[config.mk]
export PLATFORM = sky130hd
export DESIGN_NAME = board_ctrl
export DESIGN_NICKNAME = d
export VERILOG_FILES = /design/src/rtl/board_pkg.sv /design/src/rtl/board_ctrl_timer.sv /design/src/rtl/board_ctrl.sv
export SDC_FILE = /design/constraint.sdc
export NUM_CORES = 1
export LEC_CHECK = 0
export ABC_AREA = 1
export CAP_MARGIN = 20
export CORE_ASPECT_RATIO = 1.25
export CORE_MARGIN = 4
export CORE_UTILIZATION = 45
export CTS_BUF_LIST = sky130_fd_sc_hd__clkbuf_4
export CTS_CLUSTER_SIZE = 28
export DETAILED_ROUTE_END_ITERATION = 7
export PLACE_DENSITY = 0.79
export SETUP_SLACK_MARGIN = 0.05
export SKIP_LAST_GASP = 1
export SLEW_MARGIN = 15
export SYNTH_ARGS = -nofsm -noshare
export SYNTH_HDL_FRONTEND = slang
export SYNTH_HIERARCHICAL = 1
export SYNTH_SLANG_ARGS = --single-unit
[constraint.sdc]
create_clock -name clk -period 3 [get_ports clk]
set_input_delay 0.45 -clock clk [delete_from_list [all_inputs] [get_ports clk]]
set_output_delay 0.45 -clock clk [all_outputs]
set_load 0.01 [all_outputs]
[src/rtl/board_pkg.sv]
// Shared types, sizes and the cursor-scan helper for the 4x4 pair-matching game.
package board_pkg;

    localparam int N_CARDS = 16;
    localparam int N_PAIRS = 8;
    localparam int IDX_W   = 4;

    typedef enum logic [2:0] {
        PICK1,
        PICK2,
        COMPARE,
        SHOW,
        DONE
    } state_t;

    // First index after cursor (wrapping) whose mask bit is set; cursor if none.
    function automatic logic [IDX_W-1:0] next_selectable(
        input logic [IDX_W-1:0]   cursor,
        input logic [N_CARDS-1:0] mask
    );
        logic [IDX_W-1:0] idx;
        logic [IDX_W-1:0] res;
        logic             found;
        res   = cursor;
        found = 1'b0;
        for (int k = 1; k < N_CARDS; k++) begin
            idx = cursor + IDX_W'(k);
            if (!found && mask[idx]) begin
                res   = idx;
                found = 1'b1;
            end
        end
        return res;
    endfunction

endpackage

[src/rtl/board_ctrl_timer.sv]
// Reveal timer: loads a count and decrements while enabled; done is high at zero.
module reveal_timer #(
    parameter int W = 25
) (
    input  logic         clk,
    input  logic         rst,
    input  logic         clr_i,
    input  logic         load_i,
    input  logic [W-1:0] load_val_i,
    input  logic         dec_i,
    output logic         done_o
);

    logic [W-1:0] cnt_q;
    logic [W-1:0] cnt_d;

    always_comb begin
        cnt_d = cnt_q;
        if (clr_i) begin
            cnt_d = '0;
        end else if (load_i) begin
            cnt_d = load_val_i;
        end else if (dec_i && cnt_q != '0) begin
            cnt_d = cnt_q - W'(1);
        end
    end

    always_ff @(posedge clk or posedge rst) begin
        if (rst) begin
            cnt_q <= '0;
        end else begin
            cnt_q <= cnt_d;
        end
    end

    assign done_o = (cnt_q == '0);

endmodule

[src/rtl/board_ctrl.sv]
// Pair-matching game sequencer: owns cursor, face-up/matched masks, reveal timer and score.
module board_ctrl
    import board_pkg::*;
#(
    parameter int VAL_W       = 3,
    parameter int SHOW_CYCLES = 25000000,
    parameter int ATT_W       = 8
) (
    input  logic                       clk,
    input  logic                       rst,
    input  logic                       btn_next,
    input  logic                       btn_sel,
    input  logic                       btn_restart,
    input  logic [N_CARDS*VAL_W-1:0]   card_val,
    output logic [IDX_W-1:0]           cursor,
    output logic [N_CARDS-1:0]         revealed,
    output logic [N_CARDS-1:0]         matched,
    output logic [ATT_W-1:0]           attempts,
    output logic [3:0]                 pairs,
    output logic                       busy,
    output logic                       game_over
);

    localparam int TMR_W = (SHOW_CYCLES > 1) ? $clog2(SHOW_CYCLES) : 1;

    state_t               state_q, state_d;
    logic [IDX_W-1:0]     cursor_q, cursor_d;
    logic [IDX_W-1:0]     first_q, first_d;
    logic [IDX_W-1:0]     second_q, second_d;
    logic [N_CARDS-1:0]   revealed_q, revealed_d;
    logic [N_CARDS-1:0]   matched_q, matched_d;
    logic [ATT_W-1:0]     attempts_q, attempts_d;
    logic [3:0]           pairs_q, pairs_d;
    logic                 busy_q, busy_d;
    logic                 game_over_q, game_over_d;

    logic [N_CARDS-1:0]   selectable;
    logic [N_CARDS-1:0]   pair_mask;
    logic [VAL_W-1:0]     val_first;
    logic [VAL_W-1:0]     val_second;
    logic [3:0]           pairs_inc;
    logic                 tmr_load;
    logic                 tmr_done;

    assign selectable = ~(matched_q | revealed_q);
    assign pair_mask  = (N_CARDS'(1) << first_q) | (N_CARDS'(1) << second_q);
    assign val_first  = card_val[first_q*VAL_W +: VAL_W];
    assign val_second = card_val[second_q*VAL_W +: VAL_W];
    assign pairs_inc  = pairs_q + 4'd1;

    reveal_timer #(
        .W(TMR_W)
    ) u_timer (
        .clk        (clk),
        .rst        (rst),
        .clr_i      (btn_restart),
        .load_i     (tmr_load),
        .load_val_i (TMR_W'(SHOW_CYCLES - 1)),
        .dec_i      (state_q == SHOW),
        .done_o     (tmr_done)
    );

    always_comb begin
        state_d     = state_q;
        cursor_d    = cursor_q;
        first_d     = first_q;
        second_d    = second_q;
        revealed_d  = revealed_q;
        matched_d   = matched_q;
        attempts_d  = attempts_q;
        pairs_d     = pairs_q;
        tmr_load    = 1'b0;

        if (btn_restart) begin
            state_d    = PICK1;
            cursor_d   = '0;
            first_d    = '0;
            second_d   = '0;
            revealed_d = '0;
            matched_d  = '0;
            attempts_d = '0;
            pairs_d    = '0;
        end else begin
            case (state_q)
                PICK1: begin
                    if (btn_sel) begin
                        if (selectable[cursor_q]) begin
                            revealed_d[cursor_q] = 1'b1;
                            first_d              = cursor_q;
                            state_d              = PICK2;
                        end
                    end else if (btn_next) begin
                        cursor_d = next_selectable(cursor_q, selectable);
                    end
                end
                PICK2: begin
                    // The first card is already revealed, so re-selecting it falls through here.
                    if (btn_sel) begin
                        if (selectable[cursor_q]) begin
                            revealed_d[cursor_q] = 1'b1;
                            second_d             = cursor_q;
                            state_d              = COMPARE;
                        end
                    end else if (btn_next) begin
                        cursor_d = next_selectable(cursor_q, selectable);
                    end
                end
                COMPARE: begin
                    if (attempts_q != '1) begin
                        attempts_d = attempts_q + ATT_W'(1);
                    end
                    if (val_first == val_second) begin
                        matched_d  = matched_q | pair_mask;
                        revealed_d = revealed_q & ~pair_mask;
                        pairs_d    = pairs_inc;
                        state_d    = (pairs_inc == 4'(N_PAIRS)) ? DONE : PICK1;
                    end else begin
                        tmr_load = 1'b1;
                        state_d  = SHOW;
                    end
                end
                SHOW: begin
                    if (tmr_done) begin
                        revealed_d = revealed_q & ~pair_mask;
                        state_d    = PICK1;
                    end
                end
                DONE: begin
                end
                default: state_d = PICK1;
            endcase
        end

        busy_d      = (state_d == COMPARE) || (state_d == SHOW);
        game_over_d = (state_d == DONE);
    end

    always_ff @(posedge clk or posedge rst) begin
        if (rst) begin
            state_q     <= PICK1;
            cursor_q    <= '0;
            first_q     <= '0;
            second_q    <= '0;
            revealed_q  <= '0;
            matched_q   <= '0;
            attempts_q  <= '0;
            pairs_q     <= '0;
            busy_q      <= 1'b0;
            game_over_q <= 1'b0;
        end else begin
            state_q     <= state_d;
            cursor_q    <= cursor_d;
            first_q     <= first_d;
            second_q    <= second_d;
            revealed_q  <= revealed_d;
            matched_q   <= matched_d;
            attempts_q  <= attempts_d;
            pairs_q     <= pairs_d;
            busy_q      <= busy_d;
            game_over_q <= game_over_d;
        end
    end

    assign cursor    = cursor_q;
    assign revealed  = revealed_q;
    assign matched   = matched_q;
    assign attempts  = attempts_q;
    assign pairs     = pairs_q;
    assign busy      = busy_q;
    assign game_over = game_over_q;

endmodule
Word-level counts from Yosys, hierarchy flattened
Index checks and enable logic that the tools add are counted.
{"block": "totals", "elab_cells": 398, "output_inout_bits": 50, "in_bits": 53, "regBits": 86}
{"block": "classes", "addsub": 18, "order_cmp": 17, "bitwise": 7, "n_eq_ne": 18, "n_mul": 2, "n_shift": 4, "muxes": 242, "reduce_logical": 79}
{"op": "$mux 4", "count": 43}
{"op": "$mux 1", "count": 157}
{"op": "$mux 16", "count": 8}
{"op": "$shiftx 48x7->3", "count": 2}
{"op": "$lt 4x5->1 const B", "count": 16}
{"op": "$mux 25", "count": 3}
{"op": "$bmux 1 s4", "count": 16}
{"op": "$or 16x16->16", "count": 4}
{"op": "$pmux 16 s3", "count": 1}
{"op": "$add 4x4->4 const B", "count": 8}
{"op": "$not 16->16", "count": 2}
{"op": "$shl 1x4->16 const A", "count": 2}
{"op": "$logic_and 1x1->1", "count": 30}
{"op": "$logic_not 1->1", "count": 28}
{"op": "$logic_not 25->1", "count": 1}
{"op": "$reduce_bool 25->1", "count": 1}
{"op": "$sub 25x1->25 const B", "count": 1}
{"op": "$mux 3", "count": 8}
{"op": "$mux 8", "count": 3}
{"op": "$ne 3x3->1 const B", "count": 6}
{"op": "$add 4x3->4 const B", "count": 4}
{"op": "$and 16x16->16", "count": 1}
{"op": "$pmux 3 s5", "count": 1}
{"op": "$reduce_bool 2->1", "count": 7}
{"op": "22 further kinds", "count": 34}

Logic depth before layout (Yosys ltp)
Gate-level depths: netlist of the first run.
{"block": "depth", "ltp_word": 107, "mapped_depth": 30, "ltp_nobuf": 29}

Cells and area by module
Netlist of the first run, hierarchy kept.
{"mod": "board_ctrl", "cells_each": 907, "instances": 1, "seq_area_each_um2": 1526.5, "area_per_inst_um2": 5758.0}
{"mod": "reveal_timer", "cells_each": 312, "instances": 1, "seq_area_each_um2": 625.6, "area_per_inst_um2": 1976.9}

Worst setup path before layout of the first run
No wires, ideal clock.
{"block": "synth_timing", "path_kind": "flip-flop to flip-flop", "start": "register cursor_q[1] (netlist: cursor[1])", "end": "register cursor_q[2] (netlist: cursor[2])", "path_buffers": 2, "t_required_ns": 2.884, "stages_incl_launch_ff": 27, "setup_time_ns": 0.116, "synth_period_minus_slack_ns": 3.217, "slack_ns": -0.217, "t_arrival_ns": 3.101, "path_cell_list": "dfrtp_1 > inv_1 > buf_2 > ha_1 > inv_1 > clkbuf_1 > nand3_1 > nand3_1 > nand3_1 > nand2_1 > nand3_4 > nor2_4 > nand3_2 > nor2_4 > nand2_2 > nor2_8 > nand4_1 > inv_1 > nand2_1 > nand2_1 > inv_1 > nand2_1 > nand2_1 > nand2_1 > nand2_1 > nand2_1 > nand2_1"}
{"block": "synth_between", "elab_chain_len": 106, "word_cells_on_any_way": 273, "cone_classes": "add/sub: 15; mux: 202; reduce/logical: 56"}
{"item": "from (decl)", "line": "board_ctrl.sv:27", "rtl": "logic [IDX_W-1:0] cursor_q, cursor_d;"}
{"item": "from (signal assigned)", "line": "board_ctrl.sv:152", "rtl": "cursor_q <= cursor_d;"}
{"item": "$add 4x1->4", "line": "board_pkg.sv:27", "rtl": "idx = cursor + IDX_W'(k);"}
{"item": "$bmux 1 s4", "line": "board_pkg.sv:28", "rtl": "if (!found && mask[idx]) begin"}
{"item": "$mux 1 (implied by the code)", "line": "board_pkg.sv:28"}
{"item": "$mux 1", "line": "board_pkg.sv:28"}
{"item": "$mux 1", "line": "board_ctrl.sv:92, board_ctrl.sv:104"}
{"item": "$mux 1", "line": "board_ctrl.sv:86, board_ctrl.sv:98"}
{"item": "$mux 1", "line": "board_ctrl.sv:84", "rtl": "case (state_q)"}
{"item": "$mux 1", "line": "board_ctrl.sv:74", "rtl": "if (btn_restart) begin"}
{"item": "[... 90 more ...]"}
{"item": "$mux 1", "line": "board_ctrl.sv:74"}
{"item": "$logic_not 1->1", "line": "board_pkg.sv:28"}
{"item": "$logic_and 1x1->1", "line": "board_pkg.sv:28"}
{"item": "$mux 4", "line": "board_pkg.sv:28"}
{"item": "$mux 4, on equally long branches", "line": "board_ctrl.sv:104, board_ctrl.sv:92"}
{"item": "$mux 4, on equally long branches", "line": "board_ctrl.sv:98, board_ctrl.sv:86"}
{"item": "$pmux 4 s2 *", "line": "board_ctrl.sv:84"}
{"item": "$mux 4 *", "line": "board_ctrl.sv:74"}
Every way passes the cells marked *; elsewhere a longest branch is shown, timed or not. The select of a mux whose other input is x is not followed.
A chain may end at the register's enable or synchronous reset.

Final worst setup path of the first run
{"block": "layout_timing", "start": "register cursor_q[2] (netlist: cursor[2])", "end": "register cursor_q[3] (netlist: cursor[3])"}
Same word-level chain as after synthesis.

==> results.md, run 1 <==
- Result of the run: finished, final reports clean
- Wire length of the first global-routing pass: 42700 microns
- Peak VDD IR: just under 700 uV
- Gate Count Post-Synth: 1219
- Min cycle time layout: 2.98 ns
- Critical R2R Launch: cursor[2]
- Number of filler instances in the final layout: 1516
- Initial DRC Count: about 1200
- Startpoint type of the worst setup path: flop
- Endpoint of the worst register-to-register path: cursor[3]
- Vias/cell: around 5.7
- Critical path capture point type: flop
- F_max: 336 MHz
- Clock transition at path regs: 0.16 ns
- DP HPWL: 20300 microns
- Min setup slack post-route: 0.0248 ns
- Number of nets at the end of the flow: 1504
- Mux contribution to synthesized area: less than 1%
- CTS Root Buffer Type: sky130_fd_sc_hd__clkbuf_4
- Multi-input gate area in the final layout: roughly 5000 sq um
- Final weighted congestion of routability-driven global placement: 0.987
- Fraction of final layout cells sized beyond drive strength 1: 17.6%
- Number of flip-flops and latches in the synthesized netlist: 86
- Post-route fraction of the period consumed by the critical path: 99.2%
- Dominant register cell in the synthesized netlist: sky130_fd_sc_hd__dfrtp_1
- Placement row count: 53
- Worst Path Class, Setup: flop to flop
- IO Count: 103
- Number of library cell types mapped by synthesis: 52
- Remaining DRCs: 0
- Antenna violations before repair: 1
- Detailed-route wire length: about 28000 microns
- Summed instance area of the synthesized netlist: roughly 7700 sq um
- Number of setup violations in the final report: 0
- Clock tree from TritonCTS: built
- CP cell instances: inv_2 -> buf_4 -> ha_1 -> inv_1 -> nand3_1 -> nand2_1 -> inv_2 -> nor2_4 -> nand3_2 -> nor2_4 -> nand2_4 -> nor2_8 -> nand3_4 -> nor3_4 -> o21ai_2 -> nand3_1 -> nand2_1 -> nor2_1 -> nand2_1 -> nand2_1
- Dominant combinational cell family by area after synthesis: simple AND/OR/NAND/NOR gates
- Type of the tightest min-delay check: input pin to async pin
- CP max FO: 9
- Largest area contributor in the synthesized netlist: sky130_fd_sc_hd__dfrtp_1
- Leading post-synthesis cells by cell area: sky130_fd_sc_hd__dfrtp_1 28%, sky130_fd_sc_hd__nand2_1 16%, sky130_fd_sc_hd__nand3_1 10%, sky130_fd_sc_hd__inv_1 8.0%, sky130_fd_sc_hd__nor2_1 4.3%
- Total CTS buffers: 9
- Sequential Area: 2160 sq um
- Async S/R FF share, synth: 100%
- Number of hold violations in the final report: 0
- Clk sinks: 86
- Deepest level of the CTS H-tree: 3
- Final Max Slew Viols: 0
- Required time of the worst setup path: 3.42 ns
- Via Count: about 9500
- Max-cap viol count: 0
- Post-synthesis compound-gate area fraction: 17.8%
- Pin count of the biggest net entering global routing: 62
- Arrival time of data at the critical path endpoint: around 3.4 ns
- Area growth from synthesis to layout: 35.2%
- Core region area: 16800 sq um
- Antenna-violating nets left: 0
- Final core utilization: around 62%
- Skew-Pair Late Insertion Delay: 0.48 ns
- Yosys Warn Count: 6
- Mean post-synth cell area: 6.35 sq um
- Xor and xnor area share after synthesis: 1.78%
- Die Width: 125 microns
- Cell with the largest stage delay on the worst path: sky130_fd_sc_hd__dfrtp_2
- Register area share after synthesis: 27.8%
- Reg-to-reg slack, setup: 0.02 ns
- Die Y-Extent: 155 microns
- Worst-Margin Slew: around 0.82 ns
- Number of buffers on the longest clock path: 2
- Worst Skew: ~0.027 ns
- Unrepaired setup endpoints after global routing: yes
- Number of synthesized flops with an enable pin: 0
- Post-synthesis share of cell area spent on and, or, nand and nor gates: 37.6%
- Input/output buffers: 102
- Worst reg-to-reg path cell count: 20
- Iteration count of the initial detailed-routing pass: 7
- Via count of the first global-routing pass: 8657
- Portion of synthesized cell area occupied by the leading cell type: 27.8%
- Adder-Cell Fraction of Synth Area: 2.91%
- Starting density of the core: 45.9%
- Cell with the most instances after synthesis: sky130_fd_sc_hd__nand2_1
- Worst rel slew slack: 45.1%
- Number of hold buffers added after cts: 0
- Power density over cell area: between 900 and 1000 nW/um^2
- Pre-CTS setup slack: -0.0661 ns
- Overall overflow remaining after global route: 0
- DIE AREA: 19400 sq um
- Top post-synthesis cells by count: 338 x sky130_fd_sc_hd__nand2_1, 165 x sky130_fd_sc_hd__inv_1, 162 x sky130_fd_sc_hd__nand3_1, 88 x sky130_fd_sc_hd__nor2_1, 86 x sky130_fd_sc_hd__dfrtp_1
- Reported leakage power: a little over 5 nW
- Biggest cell delay along the critical path: approximately 0.47 ns
- Total GRT Usage: 26.7%
- Cell with the most instances on the worst path: sky130_fd_sc_hd__nand2_1
- Worst hold slack: 0.347 ns
- Average wire length per cell after detail routing: around 17 microns
==> logic make-up after synthesis <==
kind of cell / count (synthesis)
adders and majority gates: 18
AOI/OAI and AO/OA: 224
and+or+nand+nor: 650
xor gates and xnor gates: 14
other: 2
DFF: 86
muxes: 2
buffers and inverters: 223
==> per-layer routing <==
layer	vias to the layer above	track usage, %	routed length [microns]
li1	4466	-	-
met1	4351	33.8	10600
met2	540	45.0	13800
met3	109	3.94	2150
met4	0	12.2	1320
met5	-	0	0
==> per-stage QoR <==
stage	TNS, ns	total power, mW	cells	cell area, sq um
floorplan	0	6.00	1242	7840
global placement	0	7.98	1607	9600
detailed placement	-0.483	8.10	1607	9600
CTS	0	9.07	1625	9850
global route	-0.719	10.5	1659	10500
finish	0	9.72	1659	10500
==> how the worst max path moves through the flow <==
stage	from	endpoint	slack, ns	depth (start not counted)
after floorplan	cursor[0]	cursor[1]	0.06	23
after global placement	cursor[2]	cursor[2]	0.03	20
after detailed placement	card_val[24]	u_timer/cnt_q[15]	-0.07	17
after CTS	cursor[0]	cursor[2]	0.05	21
after global routing	cursor[0]	cursor[2]	-0.16	21
final	cursor[2]	cursor[3]	0.02	20
==> layout make-up <==
| cell class | instances | share of cell area, % |
|---|---|---|
| clock buffers | 9 | 0.646 |
| clock inverters | 7 | 1.22 |
| repair inverters | 3 | 0.180 |
| inverters | 177 | 6.44 |
| diodes | 1 | 0.0239 |
| repair buffers | 223 | 19.7 |
| flip-flops and latches | 86 | 20.7 |
| multi-input cells | 933 | 48.4 |
| well taps | 220 | 2.63 |
==> registers in the layout (all words and copies together) (netlist names) <==
register / flops
attempts: 8
busy: 1
cursor: 4
first_q: 4
game_over: 1
matched: 16
pairs: 4
revealed: 16
second_q: 4
state_q: 3
u_timer/cnt_q: 25
==> worst max-delay path: cells and delay by family, from the launching register on <==
kind | cells | cell delay (ns)
DFF | 1 | 0.47
adders and majority gates | 1 | 0.40
buffers and inverters | 4 | 0.44
AOI/OAI and AO/OA | 1 | 0.11
and+or+nand+nor | 14 | 1.50
==> cells in the final DEF, fill, tap and decap left out, types with 4 or more instances in the layout <==
cell type / instances
sky130_fd_sc_hd__o311ai_0: 7
sky130_fd_sc_hd__a21oi_1: 48
sky130_fd_sc_hd__conb_1: 25
sky130_fd_sc_hd__o21ai_0: 39
sky130_fd_sc_hd__clkbuf_4: 9
sky130_fd_sc_hd__nand2_1: 331
sky130_fd_sc_hd__buf_6: 12
sky130_fd_sc_hd__buf_4: 101
sky130_fd_sc_hd__nor2_2: 6
sky130_fd_sc_hd__ha_1: 15
sky130_fd_sc_hd__o22ai_1: 46
sky130_fd_sc_hd__dfrtp_2: 8
sky130_fd_sc_hd__inv_1: 154
sky130_fd_sc_hd__nand3_1: 145
sky130_fd_sc_hd__inv_2: 17
sky130_fd_sc_hd__a21oi_2: 4
sky130_fd_sc_hd__nor2_1: 83
sky130_fd_sc_hd__dfrtp_1: 78
sky130_fd_sc_hd__nand2_4: 5
sky130_fd_sc_hd__nand2_2: 11
sky130_fd_sc_hd__o31ai_1: 4
sky130_fd_sc_hd__a31oi_1: 9
sky130_fd_sc_hd__clkdlybuf4s50_1: 101
sky130_fd_sc_hd__o22ai_2: 4
sky130_fd_sc_hd__o21ai_1: 16
sky130_fd_sc_hd__nand3_2: 20
sky130_fd_sc_hd__xor2_1: 8
sky130_fd_sc_hd__nand4_1: 15
sky130_fd_sc_hd__nor3_1: 9
sky130_fd_sc_hd__nor2_4: 9
sky130_fd_sc_hd__a221oi_1: 21
==> power by group <==
group | internal, mW | total [mW] | switching (mW) | leakage (nW)
logic | 2.67 | 7.10 | 4.43 | 3.87
registers | 1.41 | 1.72 | 0.315 | 1.16
clock network | 0.435 | 0.894 | 0.459 | 0.103
total | 4.51 | 9.72 | 5.21 | 5.13
==> timing repair <==
item / CTS / global route
resized for setup: 11 / 94
pin swaps: 0 / 22
endpoints found under the setup margin: 4 / 47
buffers inserted: 2 / 27
cloned: 0 / 5
No activity file was read; power rests on OpenSTA's default activity.
==> inputs of run 2 (changes only) <==
- CAP_MARGIN: 20 -> not set
- CORE_ASPECT_RATIO: 1.25 -> not set
- CORE_UTILIZATION: 45 -> 52
- PLACE_DENSITY: 0.79 -> 0.88
==> run 2 against run 1 <==
The flow now finishes with violations (setup timing). Clock power shrank 19%. Design area is 2.9% lower. Setup slack lost 0.094 ns. Register-to-register slack got worse by 0.09 ns. Critical path depth is 2 lower. Critical path type unchanged. Largest cell class unchanged.
==> results.md, run 2 (same netlist as run 1, synthesis figures left out) <==
- Min cycle time layout: 3.07 ns
- Register name with the most flops: u_timer/cnt_q
- Total GRT Usage: 32.3%
- Number of hold buffers added after cts: 0
- Core region area: between 10000 and 15000 sq um
- Average wire length per cell after detail routing: 17.5 microns
- Worst hold slack: 0.422 ns
- Finished Layout Cells: 1597
- Worst reg-to-reg path cell count: 18
- GRT Max-Usage Layer: met2
- Starting density of the core: 53.2%
- Clk sinks: 86
- Endpoint of the worst register-to-register path: u_timer/cnt_q[8]
- Initial DRC Count: between 1000 and 1500
- Total instance count after detailed placement: roughly 1600
- Overall overflow remaining after global route: 0
- Antenna-violating nets left: 0
- Arrival time of data at the critical path endpoint: 3.46 ns
- Unrepaired setup endpoints after global routing: yes
- Clock tree from TritonCTS: built
- Pin count of the biggest net entering global routing: 48
- Min setup slack post-route: -0.0694 ns
- Type of the tightest min-delay check: input pin to async pin
- Number of nets at the end of the flow: 1479
- Worst Path Class, Setup: flop to flop
- Antenna violations before repair: 0
- Critical path capture point type: flop
- Result of the run: finished with violations
- Final Max Slew Viols: 0
- Wire length of the first global-routing pass: ~43000 microns
- CP max FO: 7
- Vias/cell: 5.90
- M1 GR Usage: between 40% and 50%
- Via Count: roughly 9400
- Area growth from synthesis to layout: 31.3%
- Required time of the worst setup path: 3.39 ns
- Clock transition at path regs: 0.16 ns
- Max reg flops: 25
- Final core utilization: about 70%
- Die Y-Extent: 130 microns
- Number of hold violations in the final report: 0
- Worst rel slew slack: a little over half
- Number of buffers on the longest clock path: 2
- F_max: 326 MHz
- DIE AREA: 16900 sq um
- Biggest cell delay along the critical path: about 0.48 ns
- Total CTS buffers: 9
- Cell with the largest stage delay on the worst path: sky130_fd_sc_hd__dfrtp_2
- Reg-to-reg slack, setup: -0.07 ns
- Die Width: roughly 130 microns
- Detailed-route wire length: roughly 28000 microns
- Remaining DRCs: 0
- Worst Skew: about 0.032 ns
- Max-cap viol count: 0
- IO Count: slightly above 100
- CTS Root Buffer Type: sky130_fd_sc_hd__clkbuf_4
- Final weighted congestion of routability-driven global placement: about 0.98
- Met3 capacity usage during global routing: 7.74%
- Placement row count: 44
- CP cell instances: inv_2 -> nor2_4 -> buf_6 -> a22oi_2 -> o221ai_2 -> o21ai_1 -> a21oi_1 -> or2_1 -> xor2_1 -> nor2_1 -> nand2_1 -> inv_2 -> nor3_4 -> buf_6 -> clkinvlp_4 -> clkbuf_16 -> o22ai_1 -> o21ai_1
- Cell area after placement: 9470 sq um
- Deepest level of the CTS H-tree: 3
- Skew-Pair Late Insertion Delay: 0.50 ns
- Overall power consumption: 9.51 mW
- Post-route fraction of the period consumed by the critical path: 102%
- Critical R2R Launch: first_q[0]
- Worst-Margin Slew: 0.683 ns
- Final standard cell area without fillers: 10200 sq um
- Number of filler instances in the final layout: ~1200
- DP HPWL: 20600 microns
- Fraction of final layout cells sized beyond drive strength 1: 16.1%
- Power density over cell area: 936 nW/um^2
- Failing checks: setup timing
- Startpoint type of the worst setup path: flop
- Via count of the first global-routing pass: 8615
- Pre-CTS setup slack: -0.137 ns
- Count of inserted antenna diode cells: 0
- Input/output buffers: about 100
- Met2 track demand over resource: 53.8%
- Most common cell after layout, fill and taps aside: sky130_fd_sc_hd__nand2_1
- Peak VDD IR: 576 uV
- Total negative slack: -0.320 ns
- Commonest cells after routing, fill and taps aside: 328 x sky130_fd_sc_hd__nand2_1, 156 x sky130_fd_sc_hd__inv_1, 143 x sky130_fd_sc_hd__nand3_1, 101 x sky130_fd_sc_hd__clkdlybuf4s50_1, 86 x sky130_fd_sc_hd__buf_4
- Number of setup violations in the final report: 14
- Reported leakage power: ~5 nW
- Iteration count of the initial detailed-routing pass: 6
run 2: area by class of cell:
type | count | area [sq um] | area share [%]
Clock inverter | 7 | 76.3 | 0.752
Timing Repair Buffer | 201 | 1870 | 18.4
Clock buffer | 9 | 67.6 | 0.665
Tap cell | 184 | 230 | 2.27
Inverter | 177 | 674 | 6.64
Multi-Input combinational cell | 933 | 5080 | 50.0
Sequential cell | 86 | 2160 | 21.3
run 2: how the worst max path moves through the flow:
| stage | startpoint | cells after the start | slack (ns) | to |
|---|---|---|---|---|
| 5_1_grt | second_q[0] | 19 | -0.30 | u_timer/cnt_q[15] |
| 6_report | first_q[0] | 18 | -0.07 | u_timer/cnt_q[8] |
| 4_1_cts | cursor[1] | 20 | 0.05 | cursor[2] |
| 2_1_floorplan | cursor[0] | 23 | 0.06 | cursor[1] |
| 3_3_place_gp | card_val[12] | 17 | 0.06 | u_timer/cnt_q[8] |
| 3_5_place_dp | card_val[12] | 17 | -0.14 | u_timer/cnt_q[4] |
run 2: critical path: cells and delay by family (launching register included):
| family | cells | cell delay, ns |
|---|---|---|
| XOR/XNOR | 1 | 0.16 |
| AO/OA/AOI/OAI | 6 | 0.74 |
| buffers and inverters | 6 | 0.88 |
| flip-flops | 1 | 0.48 |
| AND/OR/NAND/NOR | 5 | 0.70 |
run 2: layer usage:
metal  wire length (microns)  vias up
li1                        -     4420
met1                   10700     4303
met2                   13100      570
met3                    2920      125
met4                    1240        0
met5                       0        -
run 2: report_power, final:
part	switching (mW)	total, mW	internal [mW]	leakage, nW
logic	4.38	7.03	2.65	3.74
registers	0.339	1.75	1.41	1.16
clock network	0.463	0.727	0.264	0.0807
total	5.19	9.51	4.32	4.99
run 2: repair_timing:
item / CTS / global route
gates cloned: 0 / 3
gates resized for setup: 9 / 83
pin swaps: 1 / 27
endpoints found under the setup margin: 4 / 57
setup buffers: 3 / 15
==> inputs of run 3 (changes only) <==
- CELL_PAD_IN_SITES_DETAIL_PLACEMENT: not set -> 1
- CELL_PAD_IN_SITES_GLOBAL_PLACEMENT: not set -> 2
- CORE_UTILIZATION: 52 -> 31
- PLACE_DENSITY: 0.88 -> 0.92
- clock period: 3 -> 3.3 ns (I/O delays scaled with it)
==> run 3 against run 2 <==
The run now ends clean. Sequential share of layout area is 0.54 points higher. Clock skew is 0.0083 ns higher. Largest cell class unchanged. Total power is 12% lower. Critical path type unchanged. Non-clock buffer count is 31 lower. Core utilization is 29 points lower. Global-route usage is 10 points lower. Design area is 2.7% lower.
==> results.md, run 3 (same netlist as run 1, synthesis figures left out) <==
- Endpoint of the worst register-to-register path: cursor[1]
- Total GRT Usage: 22.3%
- Peak VDD IR: 433 uV
- Overall overflow remaining after global route: 0
- Most common cell after layout, fill and taps aside: sky130_fd_sc_hd__nand2_1
- Vias/cell: 5.31
- Wire length of the first global-routing pass: 50100 microns
- Commonest cells after routing, fill and taps aside: 331 x sky130_fd_sc_hd__nand2_1, 159 x sky130_fd_sc_hd__inv_1, 155 x sky130_fd_sc_hd__nand3_1, 101 x sky130_fd_sc_hd__clkdlybuf4s50_1
- Min cycle time layout: just over 3 ns
- Pre-CTS setup slack: -0.00827 ns
- Worst rel slew slack: 37.4%
- CP max FO: 10
- Unrepaired setup endpoints after global routing: yes
- Number of hold buffers added after cts: 0
- Max-cap viol count: 0
- Number of hold violations in the final report: 0
- Reported leakage power: ~4.8 nW
- Startpoint type of the worst setup path: flop
- Starting density of the core: 31.6%
- F_max: 325 MHz
- Critical path capture point type: flop
- Via Count: between 9000 and 10000
- Iteration count of the initial detailed-routing pass: 5
- Area growth from synthesis to layout: 27.7%
- DP HPWL: 24700 microns
- Via count of the first global-routing pass: 8919
- Skew-Pair Late Insertion Delay: 0.50 ns
- Fraction of final layout cells sized beyond drive strength 1: 11.9%
- Clock tree from TritonCTS: built
- Initial DRC Count: approximately 670
- Final Max Slew Viols: 0
- Type of the tightest min-delay check: input pin to async pin
- Average wire length per cell after detail routing: 18.9 microns
- Count of inserted antenna diode cells: 0
- Max reg flops: 25
- Min setup slack post-route: between 0.2 and 0.25 ns
- Arrival time of data at the critical path endpoint: approximately 3.5 ns
- Power density over cell area: 846 nW/um^2
- Clock transition at path regs: roughly 0.18 ns
- Total negative slack: 0 ns
- Worst Path Class, Setup: flop to flop
- DIE AREA: 27500 sq um
- Pin count of the biggest net entering global routing: 62
- Number of nets at the end of the flow: 1449
- Post-route fraction of the period consumed by the critical path: between 90% and 100%
- Antenna violations before repair: 1
- Reg-to-reg slack, setup: ~0.22 ns
- Remaining DRCs: 0
- Input/output buffers: 102
- Total CTS buffers: 9
- IO Count: between 100 and 150
- CTS Root Buffer Type: sky130_fd_sc_hd__clkbuf_4
- Worst-Margin Slew: 0.927 ns
- Core region area: 24500 sq um
- Register name with the most flops: u_timer/cnt_q
- Result of the run: finished, final reports clean
- Detailed-route wire length: between 30000 and 40000 microns
- Worst Skew: about 0.040 ns
- Placement row count: 57
- Die Y-Extent: 166 microns
- Number of buffers on the longest clock path: 2
- Deepest level of the CTS H-tree: 3
- Required time of the worst setup path: 3.73 ns
- Number of setup violations in the final report: 0
- Clk sinks: 86
- Worst reg-to-reg path cell count: 21
- Die Width: 166 microns
- Critical R2R Launch: cursor[1]
- Antenna-violating nets left: 0
- Final weighted congestion of routability-driven global placement: 0.907
run 3: cell types whose count changed in the layout (fill, tap and decap cells not counted), sizes merged:
| cell | delta |
|---|---|
| buf | -29 |
| clkbuf | -2 |
| bufinv | -1 |
| clkinvlp | +1 |
| inv | +1 |
run 3: final cells by class:
class                   instances  area (sq um)
well taps                     324           405
inverters                     177           676
flip-flops and latches         86          2150
multi-input cells             933          4940
clock inverters                 7          55.1
repair buffers                170          1570
fillers                      3207         14600
repair inverters                1          7.51
clock buffers                   9          67.6
run 3: critical path: stages, from the launching register on:
cell and delay (ns):
sky130_fd_sc_hd__dfrtp_1 0.43, sky130_fd_sc_hd__inv_2 0.08, sky130_fd_sc_hd__ha_4 0.32, sky130_fd_sc_hd__buf_6 0.17
sky130_fd_sc_hd__nand3_1 0.14, sky130_fd_sc_hd__nand3_1 0.13, sky130_fd_sc_hd__nand3_1 0.12, sky130_fd_sc_hd__nand2_4 0.11
sky130_fd_sc_hd__nand3_4 0.08, sky130_fd_sc_hd__nor2_4 0.12, sky130_fd_sc_hd__nand3_4 0.10, sky130_fd_sc_hd__nor2_4 0.12
sky130_fd_sc_hd__nand2_4 0.08, sky130_fd_sc_hd__nor2_8 0.14, sky130_fd_sc_hd__nand3_4 0.14, sky130_fd_sc_hd__nor3_4 0.26
sky130_fd_sc_hd__nor2_4 0.08, sky130_fd_sc_hd__nand3_1 0.10, sky130_fd_sc_hd__nand2_1 0.08, sky130_fd_sc_hd__nor2_2 0.14
sky130_fd_sc_hd__nand2_1 0.05, sky130_fd_sc_hd__nand2_1 0.05
run 3: metal layers:
layer	GRT usage, %	wire length [microns]	vias to the layer above	share of wire (%)
li1	-	-	4345	-
met1	29.8	14200	4434	44
met2	38.0	15700	249	49
met3	4.67	1870	35	5.8
met4	3.95	405	2	1.3
met5	0	20	-	0.062
run 3: power breakdown:
group	switching (mW)	internal (mW)
sequential	0.310	1.28
clock	0.446	0.167
combinational	4.02	2.14
total	4.78	3.58
run 3: worst max path at each step:
stage / slack (ns) / cells after the start / startpoint / end
2_1_floorplan: 0.08 / 26 / cursor[1] / cursor[2]
3_3_place_gp: 0.05 / 17 / card_val[24] / u_timer/cnt_q[19]
3_5_place_dp: -0.008 / 16 / card_val[24] / u_timer/cnt_q[6]
4_1_cts: 0.13 / 20 / cursor[2] / cursor[1]
5_1_grt: -0.06 / 25 / cursor[1] / cursor[2]
6_report: 0.22 / 21 / cursor[1] / cursor[1]
run 3: what timing repair did:
item                                    CTS  global route
buffers inserted                          0            12
resized for setup                         0            58
endpoints found under the setup margin    0            46
run 3: metrics by stage:
stage               hold slack (ns)  total power, mW  instances  util (%)  instance area, sq um
finish                        0.514             8.36       1707      40.4                  9880
global route                  0.489             9.18       1707      40.4                  9880
CTS                           0.468             7.99       1694      39.1                  9570
detailed placement            0.531             7.34       1678      38.6                  9440
global placement              0.527             7.22       1678      38.6                  9440
floorplan                     0.497             5.42       1242         -                  7820
